[config.mk]
export PLATFORM = sky130hd
export DESIGN_NAME = multicycle_control
export DESIGN_NICKNAME = d
export VERILOG_FILES = /design/src/rtl/multicycle_control.sv
export SDC_FILE = /design/constraint.sdc
export NUM_CORES = 1
export LEC_CHECK = 0
export ABC_AREA = 1
export CORE_UTILIZATION = 50
export CTS_BUF_LIST = sky130_fd_sc_hd__clkbuf_4
export DETAILED_ROUTE_END_ITERATION = 7
export GPL_TIMING_DRIVEN = 0
export PLACE_DENSITY = 0.79
export SYNTH_ARGS = -nofsm -noshare
export SYNTH_HDL_FRONTEND = slang
export SYNTH_SLANG_ARGS = --single-unit
[constraint.sdc]
create_clock -name clk -period 2.7 [get_ports clk]
set_input_delay 0.405 -clock clk [delete_from_list [all_inputs] [get_ports clk]]
set_output_delay 0.405 -clock clk [all_outputs]
set_load 0.01 [all_outputs]
[src/rtl/multicycle_control.sv]
// Multi-cycle main control FSM: FETCH/DECODE/EXEC/MEM/WB sequencing with a memory-ready handshake and timeout.
// Optional ILLEGAL_TRAP_EN: unknown opcodes park the FSM in TRAP instead of retiring as a NOP.
module multicycle_control #(
    parameter int OPCODE_W    = 7,
    parameter int ALUOP_W     = 2,
    parameter int MEM_TIMEOUT = 16
) (
    input  logic                clk,
    input  logic                reset,
    input  logic [OPCODE_W-1:0] opcode,
    input  logic                mem_ready,
    output logic                pc_write,
    output logic                ir_write,
    output logic                alu_src,
    output logic                mem_to_reg,
    output logic                reg_write,
    output logic                mem_read,
    output logic                mem_write,
    output logic                branch,
    output logic [ALUOP_W-1:0]  alu_op,
    output logic                instr_done,
    output logic                mem_err,
    output logic                illegal,
    output logic [2:0]          state
);

    typedef enum logic [2:0] {
        FETCH  = 3'd0,
        DECODE = 3'd1,
        EXEC   = 3'd2,
        MEM    = 3'd3,
        WB     = 3'd4,
        TRAP   = 3'd5
    } state_e;

    localparam int CNT_W = (MEM_TIMEOUT > 0) ? $clog2(MEM_TIMEOUT + 1) : 1;

    // Upper opcode bits must be zero, so compare against zero-extended constants.
    localparam logic [OPCODE_W-1:0] OP_R   = OPCODE_W'(7'b0110011);
    localparam logic [OPCODE_W-1:0] OP_I   = OPCODE_W'(7'b0010011);
    localparam logic [OPCODE_W-1:0] OP_LD  = OPCODE_W'(7'b0000011);
    localparam logic [OPCODE_W-1:0] OP_SD  = OPCODE_W'(7'b0100011);
    localparam logic [OPCODE_W-1:0] OP_BEQ = OPCODE_W'(7'b1100011);

    state_e              state_q, state_d;
    logic [OPCODE_W-1:0] opc_q, opc_d;
    logic [CNT_W-1:0]    wait_cnt_q, wait_cnt_d;

    logic       timeout;
    logic       known_op;
    logic       pc_write_c, ir_write_c, alu_src_c, mem_to_reg_c, reg_write_c;
    logic       mem_read_c, mem_write_c, branch_c, instr_done_c, mem_err_c, illegal_c;
    logic [1:0] alu_op_c;

    always_comb begin
        timeout  = (MEM_TIMEOUT != 0) && (wait_cnt_q == CNT_W'(MEM_TIMEOUT)) && !mem_ready;
        known_op = (opcode == OP_R) || (opcode == OP_I) || (opcode == OP_LD) ||
                   (opcode == OP_SD) || (opcode == OP_BEQ);
    end

    always_comb begin
        state_d      = state_q;
        opc_d        = opc_q;
        wait_cnt_d   = wait_cnt_q;
        pc_write_c   = 1'b0;
        ir_write_c   = 1'b0;
        alu_src_c    = 1'b0;
        mem_to_reg_c = 1'b0;
        reg_write_c  = 1'b0;
        mem_read_c   = 1'b0;
        mem_write_c  = 1'b0;
        branch_c     = 1'b0;
        instr_done_c = 1'b0;
        mem_err_c    = 1'b0;
        illegal_c    = 1'b0;
        alu_op_c     = 2'b00;

        case (state_q)
            FETCH: begin
                mem_read_c = 1'b1;
                if (mem_ready) begin
                    ir_write_c = 1'b1;
                    pc_write_c = 1'b1;
                    state_d    = DECODE;
                end else if (timeout) begin
                    // Refetch from the same PC; only the wait counter restarts.
                    mem_err_c  = 1'b1;
                    wait_cnt_d = '0;
                end else if (MEM_TIMEOUT != 0) begin
                    wait_cnt_d = wait_cnt_q + CNT_W'(1);
                end
            end
            DECODE: begin
                opc_d = opcode;
                if (known_op) begin
                    state_d = EXEC;
                end else begin
`ifdef ILLEGAL_TRAP_EN
                    state_d = TRAP;
`else
                    state_d      = FETCH;
                    instr_done_c = 1'b1;
`endif
                end
            end
            EXEC: begin
                case (opc_q)
                    OP_R: begin
                        alu_op_c = 2'b10;
                        state_d  = WB;
                    end
                    OP_I: begin
                        alu_op_c  = 2'b11;
                        alu_src_c = 1'b1;
                        state_d   = WB;
                    end
                    OP_LD, OP_SD: begin
                        alu_src_c = 1'b1;
                        state_d   = MEM;
                    end
                    OP_BEQ: begin
                        alu_op_c     = 2'b01;
                        branch_c     = 1'b1;
                        instr_done_c = 1'b1;
                        state_d      = FETCH;
                    end
                    default: state_d = FETCH;
                endcase
            end
            MEM: begin
                mem_read_c  = (opc_q == OP_LD);
                mem_write_c = (opc_q != OP_LD);
                if (mem_ready) begin
                    state_d      = (opc_q == OP_LD) ? WB : FETCH;
                    instr_done_c = (opc_q != OP_LD);
                end else if (timeout) begin
                    mem_err_c = 1'b1;
                    state_d   = FETCH;
                end else if (MEM_TIMEOUT != 0) begin
                    wait_cnt_d = wait_cnt_q + CNT_W'(1);
                end
            end
            WB: begin
                reg_write_c  = 1'b1;
                mem_to_reg_c = (opc_q == OP_LD);
                instr_done_c = 1'b1;
                state_d      = FETCH;
            end
`ifdef ILLEGAL_TRAP_EN
            TRAP: illegal_c = 1'b1;
`endif
            default: state_d = FETCH;
        endcase

        if (state_d != state_q) wait_cnt_d = '0;
    end

    always_ff @(posedge clk) begin
        if (reset) begin
            state_q    <= FETCH;
            opc_q      <= '0;
            wait_cnt_q <= '0;
        end else begin
            state_q    <= state_d;
            opc_q      <= opc_d;
            wait_cnt_q <= wait_cnt_d;
        end
    end

    // Reset masks every output in the same cycle, so an aborted access drops immediately.
    always_comb begin
        pc_write   = reset ? 1'b0 : pc_write_c;
        ir_write   = reset ? 1'b0 : ir_write_c;
        alu_src    = reset ? 1'b0 : alu_src_c;
        mem_to_reg = reset ? 1'b0 : mem_to_reg_c;
        reg_write  = reset ? 1'b0 : reg_write_c;
        mem_read   = reset ? 1'b0 : mem_read_c;
        mem_write  = reset ? 1'b0 : mem_write_c;
        branch     = reset ? 1'b0 : branch_c;
        alu_op     = reset ? '0 : ALUOP_W'(alu_op_c);
        instr_done = reset ? 1'b0 : instr_done_c;
        mem_err    = reset ? 1'b0 : mem_err_c;
        illegal    = reset ? 1'b0 : illegal_c;
        state      = reset ? 3'd0 : state_q;
    end

endmodule

==> summary.md, run 1 <==
| Metric | Value |
|---|---|
| Residual DRC | 0 |
| Leakage | 0.547 nW |
| Power Total | between 0.4 and 0.5 mW |
| TritonCTS clock tree | done |
| CTS clk-pin slew, worst paths | 0.09 ns |
| Clock Tree Buf Depth | 2 |
| Worst path bufs/invs | 3 |
| Largest net degree at the start of global routing | 11 |
| Via count | 991 |
| DR pass1 iterations | 4 |
| Initial antenna violation count | 0 |
| Hpwl dp | 1730 microns |
| Vias per inst | 4.91 |
| Synth top area cells | dfxtp_1 (32%), nand2_1 (10%), nor2_1 (10%), nand3_1 (7.9%), inv_1 (6.7%) |
| Cell Chain, Critical Path | clkdlybuf4s50_1, inv_1, nor2_1, nand2_1, nand2_1, nor2_1, nor2_1, clkdlybuf4s50_1 |
| Row count | 15 |
| Syn nets | 161 |
| Die X | 45.5 microns |
| Die area | 2070 sq um |
| GRT overflow | 0 |
| RSZ-0062 raised after global routing | false |
| Min-delay worst type | flop to flop |
| Setup TNS | 0 ns |
| Core box area | 1750 sq um |
| Chip height | ~46 microns |
| Slowest-stage cell, CP | clkdlybuf4s50_1 |
| Wire length per cell | roughly 11 microns |
| Vias in the first global route | 846 |
| Max Clk Rate | between 0.4 and 0.5 GHz |
| Cell count after synthesis | 149 |
| Startpoint types | input pin |
| Cell variety after synth | 23 |
| Arr. time, crit path | 1.99 ns |
| Mapped Avg Cell Area | 6.36 sq um |
| CP Max Fanout | 4 |
| Most frequent CP cell | nor2_1 |
| MaxCap Viol Count | 0 |
| CTS Buf Count | 3 |
| WL final | 2150 microns |
| Peak supply drop | 0.308 mV |
| 1st-iter DRT viols | 17 |
| Register area share after synthesis | 31.7% |
| Final cell count without fillers | 202 |
| Root Driver | clkbuf_4 |
| WS Path Type | input pin to primary output |
| CTS sink count | 15 |
| Min Tclk post-route | 2.40 ns |
| GPL Wtd Cong | 0.857 |
| CP Capture Type | primary output |
| Core Util, Final | 71.4% |
| Synthesized area | 947 sq um |
| Area Overhead vs Synth | 31.6% |
| Initial Util | 54.3% |
| Largest stage delay on the critical path | approximately 0.54 ns |
| Antenna-violating nets left | 0 |
| Slew Viols, Final | 0 |
| Leading area contributor after synthesis | dfxtp_1 |
| Antenna Cells | 0 |
| Final setup viols | 0 |
| Layout Nets | 190 |
| YS warnings | 0 |
| Layout cells sized above 1 | between 10% and 20% |
| First-pass GRT wire length | 3470 microns |
| Skew final | 0.00294 ns |
| Post-synth top area share | around a third |
| Filler cells | around 160 |
| Hold Vio Cnt, Final | 0 |
| Post-synthesis register bit count | 15 |
| # IOs | 26 |
| Cts repair resizes | 0 |
| Hold_buf cts | 0 |
| Tcrit/Tclk final | between 80% and 90% |
| Tot GR Track Use | a little under a quarter |
| PD cells | 356 nW/um^2 |
| H-Tree Depth | 1 |
| Worst EP required | 2.30 ns |
| Clk Latency, worst-skew pair | 0.29 ns |
| I/O Buffers | 24 |
| Status | completed |
| Cell family with most CP delay | buffers and inverters |
| Cells after DPL | 198 |
| Postcts setup bufs | 0 |
cell type report:
cell class                      count  area [sq um]  share of cell area [%]
Clock buffer                        3          22.5                    1.81
Buffer                              4          23.8                    1.91
Timing Repair Buffer               24           240                    19.3
Tap cell                           25          31.3                    2.51
Sequential cell                    15           300                    24.1
Inverter                           21          78.8                    6.33
Clock inverter                      1          5.00                   0.402
Multi-Input combinational cell    109           544                    43.7
layout by cell type, fill, tap and decap left out, types with 3 or more instances in the layout:
cell,n
nand2_1,26
nand4_1,3
nand2_2,3
clkbuf_4,3
nor2_1,26
dfxtp_1,15
nand3_1,15
clkdlybuf4s50_1,24
a21oi_1,11
o21ai_1,4
o21ai_0,6
inv_1,17
nor3_1,5
inv_2,4
kinds of logic (layout without fill, tap and decap cells):
kind of cell / after synthesis / count (layout) / synth area share [%]
AND/OR/NAND/NOR: 83 / 83 / 41.5
XOR/XNOR: 2 / 2 / 1.85
flip-flops: 15 / 15 / 31.7
AO/OA/AOI/OAI: 21 / 21 / 11.1
buffers and inverters: 25 / 53 / 10.8
adder cells (fa/ha/maj): 2 / 2 / 2.64
other: 1 / 1 / 0.396
path summary, 6_finish.rpt:
path	slack [ns]	cells past startpoint	from	end
min reg2reg	0.52	2	opc_q[4]	opc_q[4]
max	0.30	8	mem_ready	instr_done
min	0.52	2	opc_q[4]	opc_q[4]
max reg2reg	1.27	9	wait_cnt_q[0]	wait_cnt_q[1]
worst reg2reg max path: cells and delay by family, from the launching register on:
kind / cells / cell delay, ns
and+or+nand+nor: 5 / 0.54
AOI/OAI and AO/OA: 1 / 0.13
buffers and inverters: 2 / 0.11
DFF: 1 / 0.38
adders and majority gates: 1 / 0.20
layer usage:
| layer | track usage [%] | vias to the layer above | part of all wire [%] |
|---|---|---|---|
| li1 | - | 532 | - |
| met1 | 29.3 | 432 | 48 |
| met2 | 40.9 | 22 | 48 |
| met3 | 1.19 | 5 | 2.7 |
| met4 | 10.9 | 0 | 2.0 |
| met5 | 0 | - | 0 |
where the power goes:
group	switching [mW]	leakage (nW)	internal, mW
Clock	0.0742	0.0177	0.0551
Combinational	0.0419	0.406	0.0343
Sequential	0.00737	0.122	0.230
Total	0.123	0.547	0.320
per-stage QoR:
step           hold slack, ns  instance area (sq um)  setup WS [ns]
2_1_floorplan           0.471                    947           1.23
3_3_place_gp            0.487                   1220          0.301
3_5_place_dp            0.504                   1220          0.297
4_1_cts                 0.517                   1250          0.290
5_1_grt                 0.544                   1250          0.173
6_report                0.520                   1250          0.300
registers in the layout, summed over array words and instances (netlist names):
signal      flops
wait_cnt_q      5
opc_q           7
state_q         3
cell usage after synthesis:
master,count
xor2_1,1
nand2_1,26
nand2_4,1
dfxtp_1,15
ha_1,2
o21ai_0,6
o21ai_1,4
clkbuf_1,1
nor2_4,1
nand2_2,3
xnor2_1,1
inv_1,17
conb_1,1
nand3_4,1
nand4_1,3
nor3_1,5
nor2_1,26
a21oi_1,11
nor3_2,2
buf_4,2
inv_2,4
buf_2,1
nand3_1,15
No activity file was read; power rests on OpenSTA's default activity.
==> run 2, diff against run 1 <==
GPL_TIMING_DRIVEN = 1   (was 0)
==> summary.md, run 2 (synthesized netlist as in run 1, its figures left out) <==
| Metric | Value |
|---|---|
| Root Driver | clkbuf_4 |
| Slew Viols, Final | 0 (unchanged) |
| PD cells | 350 nW/um^2 (-1.5%) |
| Antenna Cells | 0 (unchanged) |
| Area Overhead vs Synth | 30.6% |
| Die X | 45.5 microns (unchanged) |
| # IOs | 26 (unchanged) |
| GRT overflow | 0 (unchanged) |
| CTS sink count | 15 (unchanged) |
| Cts repair resizes | 0 (unchanged) |
| CP Max Fanout | 4 (unchanged) |
| Clk Latency, worst-skew pair | 0.27 ns (-0.02 ns) |
| Hold_buf cts | 0 (unchanged) |
| CTS Buf Count | 3 (unchanged) |
| Largest registers | opc_q (7), wait_cnt_q (5), state_q (3) |
| Residual DRC | 0 (unchanged) |
| Filler cells | 157 (+0.64%) |
| Commonest cells after routing, fill and taps aside | nor2_1 (26), nand2_1 (26), clkdlybuf4s50_1 (24) |
| RSZ-0062 raised after global routing | false |
| Leakage | 0.541 nW (-1.1%) |
| Core box area | 1750 sq um (unchanged) |
| I/O Buffers | 24 (unchanged) |
| Hold Vio Cnt, Final | 0 (unchanged) |
| Vias per inst | 4.86 (-1.0%) |
| Hold path start | opc_q[4] |
| Setup TNS | 0 ns (unchanged) |
| GPL Wtd Cong | 0.801 (-6.6%) |
| Reg2reg start | wait_cnt_q[0] |
| DR pass1 iterations | 4 (unchanged) |
| MaxCap Viol Count | 0 (unchanged) |
| Worst EP required | 2.30 ns (about the same) |
| First-pass GRT wire length | 3240 microns (-6.7%) |
| Max Clk Rate | 0.421 GHz (+1.1%) |
| Setup crit start | mem_ready |
| Skew final | 0.000531 ns (-0.00241 ns) |
| Die area | 2070 sq um (unchanged) |
| CP Capture Type | primary output |
| Tot GR Track Use | 21.5% (-1.9 points) |
| Vias in the first global route | 816 (-3.5%) |
| Via count | 971 (-2.0%) |
| Postcts setup bufs | 0 (unchanged) |
| Antenna-violating nets left | 0 (unchanged) |
| Peak supply drop | 0.330 mV (+7.0%) |
| Largest net degree at the start of global routing | 14 (+3) |
| Status | completed |
| Chip height | 45.5 microns (unchanged) |
| Largest register FFs | 7 (unchanged) |
| Layout cells sized above 1 | 10.3% (-0.45 points) |
| Most flops, register | opc_q |
| Clock Tree Buf Depth | 2 (unchanged) |
| Row count | 15 (unchanged) |
| Min-delay worst type | flop to flop |
| TritonCTS clock tree | done |
| Arr. time, crit path | 1.97 ns (-0.02 ns) |
| CTS clk-pin slew, worst paths | 0.08 ns (about the same) |
| Wire length per cell | 10.1 microns (-5.5%) |
| Tcrit/Tclk final | 87.9% (-0.98 points) |
| WL final | 2010 microns (-6.4%) |
| Initial antenna violation count | 0 (unchanged) |
| 1st-iter DRT viols | 25 (+8) |
| Layout Nets | 188 (-1.1%) |
| Min Tclk post-route | 2.37 ns (-0.0266 ns) |
| Hpwl dp | 1690 microns (-2.6%) |
| H-Tree Depth | 1 (unchanged) |
| WS Path Type | input pin to primary output |
| Hold slack | 0.511 ns (-0.00836 ns) |
| Final setup viols | 0 (unchanged) |
| Initial Util | 54.3% (unchanged) |
| Startpoint types | input pin |
-- run 2: cell count changes in the layout (fill, tap and decap cells not counted), sizes merged --
cell | previous run | this run
buf | 3 | 2
clkbuf | 4 | 3
-- run 2: worst paths after layout --
path	to	slack [ns]	depth (start not counted)
setup reg to reg	wait_cnt_q[3]	1.31	9
setup / recovery	instr_done	0.33	8
hold / removal	opc_q[4]	0.51	2
hold reg to reg	opc_q[4]	0.51	2
-- run 2: critical path: stages --
cell and delay, ns:
clkdlybuf4s50_1 0.52, inv_1 0.11, nor2_1 0.16, nand2_1 0.07
nand2_1 0.06, nor2_1 0.04, nor2_1 0.07, clkdlybuf4s50_1 0.53
-- run 2: where the power goes --
part           internal (mW)  switching [mW]  total, mW  leakage [nW]
clock network         0.0548          0.0662      0.121        0.0177
registers              0.230         0.00738      0.238         0.122
logic                 0.0336          0.0412     0.0749         0.400
total                  0.319           0.115      0.434         0.541
-- run 2: cell type report --
| type | instances | area [sq um] | share of cell area, % |
|---|---|---|---|
| clock inverter | 1 | 5.00 | 0.404 |
| clock buffer | 3 | 22.5 | 1.82 |
| inverter | 21 | 78.8 | 6.37 |
| tap | 25 | 31.3 | 2.53 |
| sequential | 15 | 300 | 24.3 |
| multi-input combinational | 109 | 544 | 44.0 |
| timing repair buffer | 26 | 255 | 20.6 |
-- run 2: per-layer routing --
metal | vias up | part of all wire (%) | track usage, % | wire length, microns
li1 | 530 | - | - | -
met1 | 418 | 48 | 29.4 | 970
met2 | 21 | 48 | 34.9 | 964
met3 | 2 | 3.2 | 1.19 | 64
met4 | 0 | 0.50 | 9.70 | 10
met5 | - | 0 | 0 | 0
-- run 2: metrics by stage --
stage | instance area [sq um] | cells | utilization [%] | total power, mW | setup slack [ns]
final | 1240 | 200 | 70.9 | 0.434 | 0.327
after floorplan | 947 | 149 | - | 0.285 | 1.23
after detailed placement | 1210 | 196 | 69.3 | 0.318 | 0.322
after global routing | 1240 | 200 | 70.9 | 0.459 | 0.146
after global placement | 1210 | 196 | 69.3 | 0.315 | 0.341
after CTS | 1240 | 200 | 70.9 | 0.440 | 0.314
==> run 3, diff against run 2 <==
--- a/config.mk
+++ b/config.mk
@@ -7,4 +7,5 @@
 export LEC_CHECK = 0
 export ABC_AREA = 1
+export ABC_CLOCK_PERIOD_IN_PS = 2700
 export CORE_UTILIZATION = 50
 export CTS_BUF_LIST = sky130_fd_sc_hd__clkbuf_4
==> constraint.sdc (replaced) <==
create_clock -name clk -period 2.7 [get_ports clk]
set_input_delay 0.405 -clock clk [delete_from_list [all_inputs] [get_ports clk]]
set_output_delay 0.405 -clock clk [all_outputs]
set_load 0.005 [all_outputs]
==> summary.md, run 3 (synthesized netlist as in run 1, its figures left out) <==
| Metric | Value |
|---|---|
| Most frequent CP cell | nor2_1 |
| DR pass1 iterations | 4 (unchanged) |
| I/O Buffers | 24 (unchanged) |
| Largest register FFs | 7 (unchanged) |
| Wire length per cell | 10.1 microns (unchanged) |
| WL final | 2010 microns (unchanged) |
| Sequential Area | 300 sq um (unchanged) |
| Vias in the first global route | 822 (+0.74%) |
| Layout cells sized above 1 | 10.3% (unchanged) |
| First-pass GRT wire length | 3210 microns (-0.87%) |
| Place WS | 0.335 ns (+0.0133 ns) |
| Die area | 2070 sq um (unchanged) |
| Slew Viols, Final | 0 (unchanged) |
| Initial Util | 54.3% (unchanged) |
| Initial antenna violation count | 0 (unchanged) |
| Setup ws final | 0.341 ns (+0.0145 ns) |
| Min-delay worst type | flop to flop |
| Core box area | 1750 sq um (unchanged) |
| Status | completed |
| Peak supply drop | 0.330 mV (+0.15%) |
| Skew final | 0.00295 ns (+0.00242 ns) |
| Layout Nets | 188 (unchanged) |
| CTS Buf Count | 3 (unchanged) |
| Clk Latency, worst-skew pair | 0.27 ns (about the same) |
| Root Driver | clkbuf_4 |
| TritonCTS clock tree | done |
| Hold_buf cts | 0 (unchanged) |
| Commonest cells after routing, fill and taps aside | nor2_1 (26), nand2_1 (26), clkdlybuf4s50_1 (24) |
| CP Max Fanout | 4 (unchanged) |
| Antenna Cells | 0 (unchanged) |
| Filler cells | 158 (+0.64%) |
| Largest stage delay on the critical path | 0.52 ns (about the same) |
| Tot GR Track Use | 21.2% (-0.35 points) |
| Antenna-violating nets left | 0 (unchanged) |
| Most flops, register | opc_q |
| Max Clk Rate | 0.424 GHz (+0.62%) |
| Power Total | 0.440 mW (+1.4%) |
| Cts repair resizes | 0 (unchanged) |
| GPL Wtd Cong | 0.833 (+4.0%) |
| MaxCap Viol Count | 0 (unchanged) |
| GRT overflow | 0 (unchanged) |
| Final setup viols | 0 (unchanged) |
| Slowest-stage cell, CP | clkdlybuf4s50_1 |
| Row count | 15 (unchanged) |
| WS Path Type | input pin to primary output |
| CP Capture Type | primary output |
| Startpoint types | input pin |
| Residual DRC | 0 (unchanged) |
| Reg2Reg Depth | 9 (unchanged) |
| Leakage | 0.541 nW (+0.13%) |
| Clock Tree Buf Depth | 2 (unchanged) |
| H-Tree Depth | 1 (unchanged) |
| Setup TNS | 0 ns (unchanged) |
| Postcts setup bufs | 0 (unchanged) |
| CTS sink count | 15 (unchanged) |
| Hold Vio Cnt, Final | 0 (unchanged) |
| Worst EP required | 2.30 ns (about the same) |
| Multi-input logic area | 544 sq um (unchanged) |
| CTS clk-pin slew, worst paths | 0.08 ns (about the same) |
| Largest net degree at the start of global routing | 14 (unchanged) |
| Hpwl dp | 1630 microns (-3.6%) |
| 1st-iter DRT viols | 11 (-56%) |
| Via count | 989 (+1.9%) |
| Cell Chain, Critical Path | clkdlybuf4s50_1, inv_1, nor2_1, nand2_1, nand2_1, nor2_1, nor2_1, clkdlybuf4s50_1 |
| RSZ-0062 raised after global routing | false |
| Chip height | 45.5 microns (unchanged) |
| # IOs | 26 (unchanged) |
| Vias per inst | 4.95 (+1.9%) |
| Die X | 45.5 microns (unchanged) |
| Largest registers | opc_q (7), wait_cnt_q (5), state_q (3) |
| PD cells | 354 nW/um^2 (+1.1%) |
| Min Tclk post-route | 2.36 ns (-0.0145 ns) |
| Arr. time, crit path | 1.95 ns (-0.02 ns) |
| Worst hold stages | 2 (unchanged) |
| Tcrit/Tclk final | 87.4% (-0.54 points) |
| Area Overhead vs Synth | 30.9% |
[run 3: changes by cell type in the layout (fill, tap and decap cells not counted)]
cell,before,now
clkbuf_4,3,4
clkinv_2,1,0
[run 3: routing by layer]
layer,vias up,routed length [microns],global-route usage (%)
met3,4,68,1.19
met4,0,26,10.3
met5,-,0,0
met2,24,917,33.7
li1,531,-,-
met1,430,997,29.1
[run 3: per-stage QoR]
step                hold slack [ns]  utilization (%)  instances  instance area (sq um)
finish                        0.510             71.0        200                   1240
global route                  0.551             71.0        200                   1240
CTS                           0.510             71.0        200                   1240
detailed placement            0.495             69.3        196                   1210
global placement              0.486             69.3        196                   1210
floorplan                     0.471                -        149                    947
[run 3: layout make-up]
class | instances | area share, %
clock buffers | 4 | 2.42
flip-flops and latches | 15 | 24.2
multi-input cells | 109 | 43.9
inverters | 21 | 6.36
repair buffers | 26 | 20.6
well taps | 25 | 2.52
[run 3: worst max-delay path: cells and delay by family]
family	cells	cell delay, ns
buffers and inverters	3	1.14
and+or+nand+nor	5	0.42
[run 3: where the power goes]
part | total, mW | internal [mW] | leakage (nW) | switching (mW)
registers | 0.237 | 0.230 | 0.122 | 0.00711
logic | 0.0728 | 0.0335 | 0.400 | 0.0392
clock network | 0.129 | 0.0672 | 0.0184 | 0.0621
total | 0.440 | 0.331 | 0.541 | 0.108
[run 3: path summary, 6_finish.rpt]
kind	end	startpoint	slack, ns
setup / recovery	instr_done	mem_ready	0.34
hold / removal	opc_q[4]	opc_q[4]	0.51
setup reg to reg	wait_cnt_q[4]	wait_cnt_q[1]	1.30
hold reg to reg	opc_q[4]	opc_q[4]	0.51
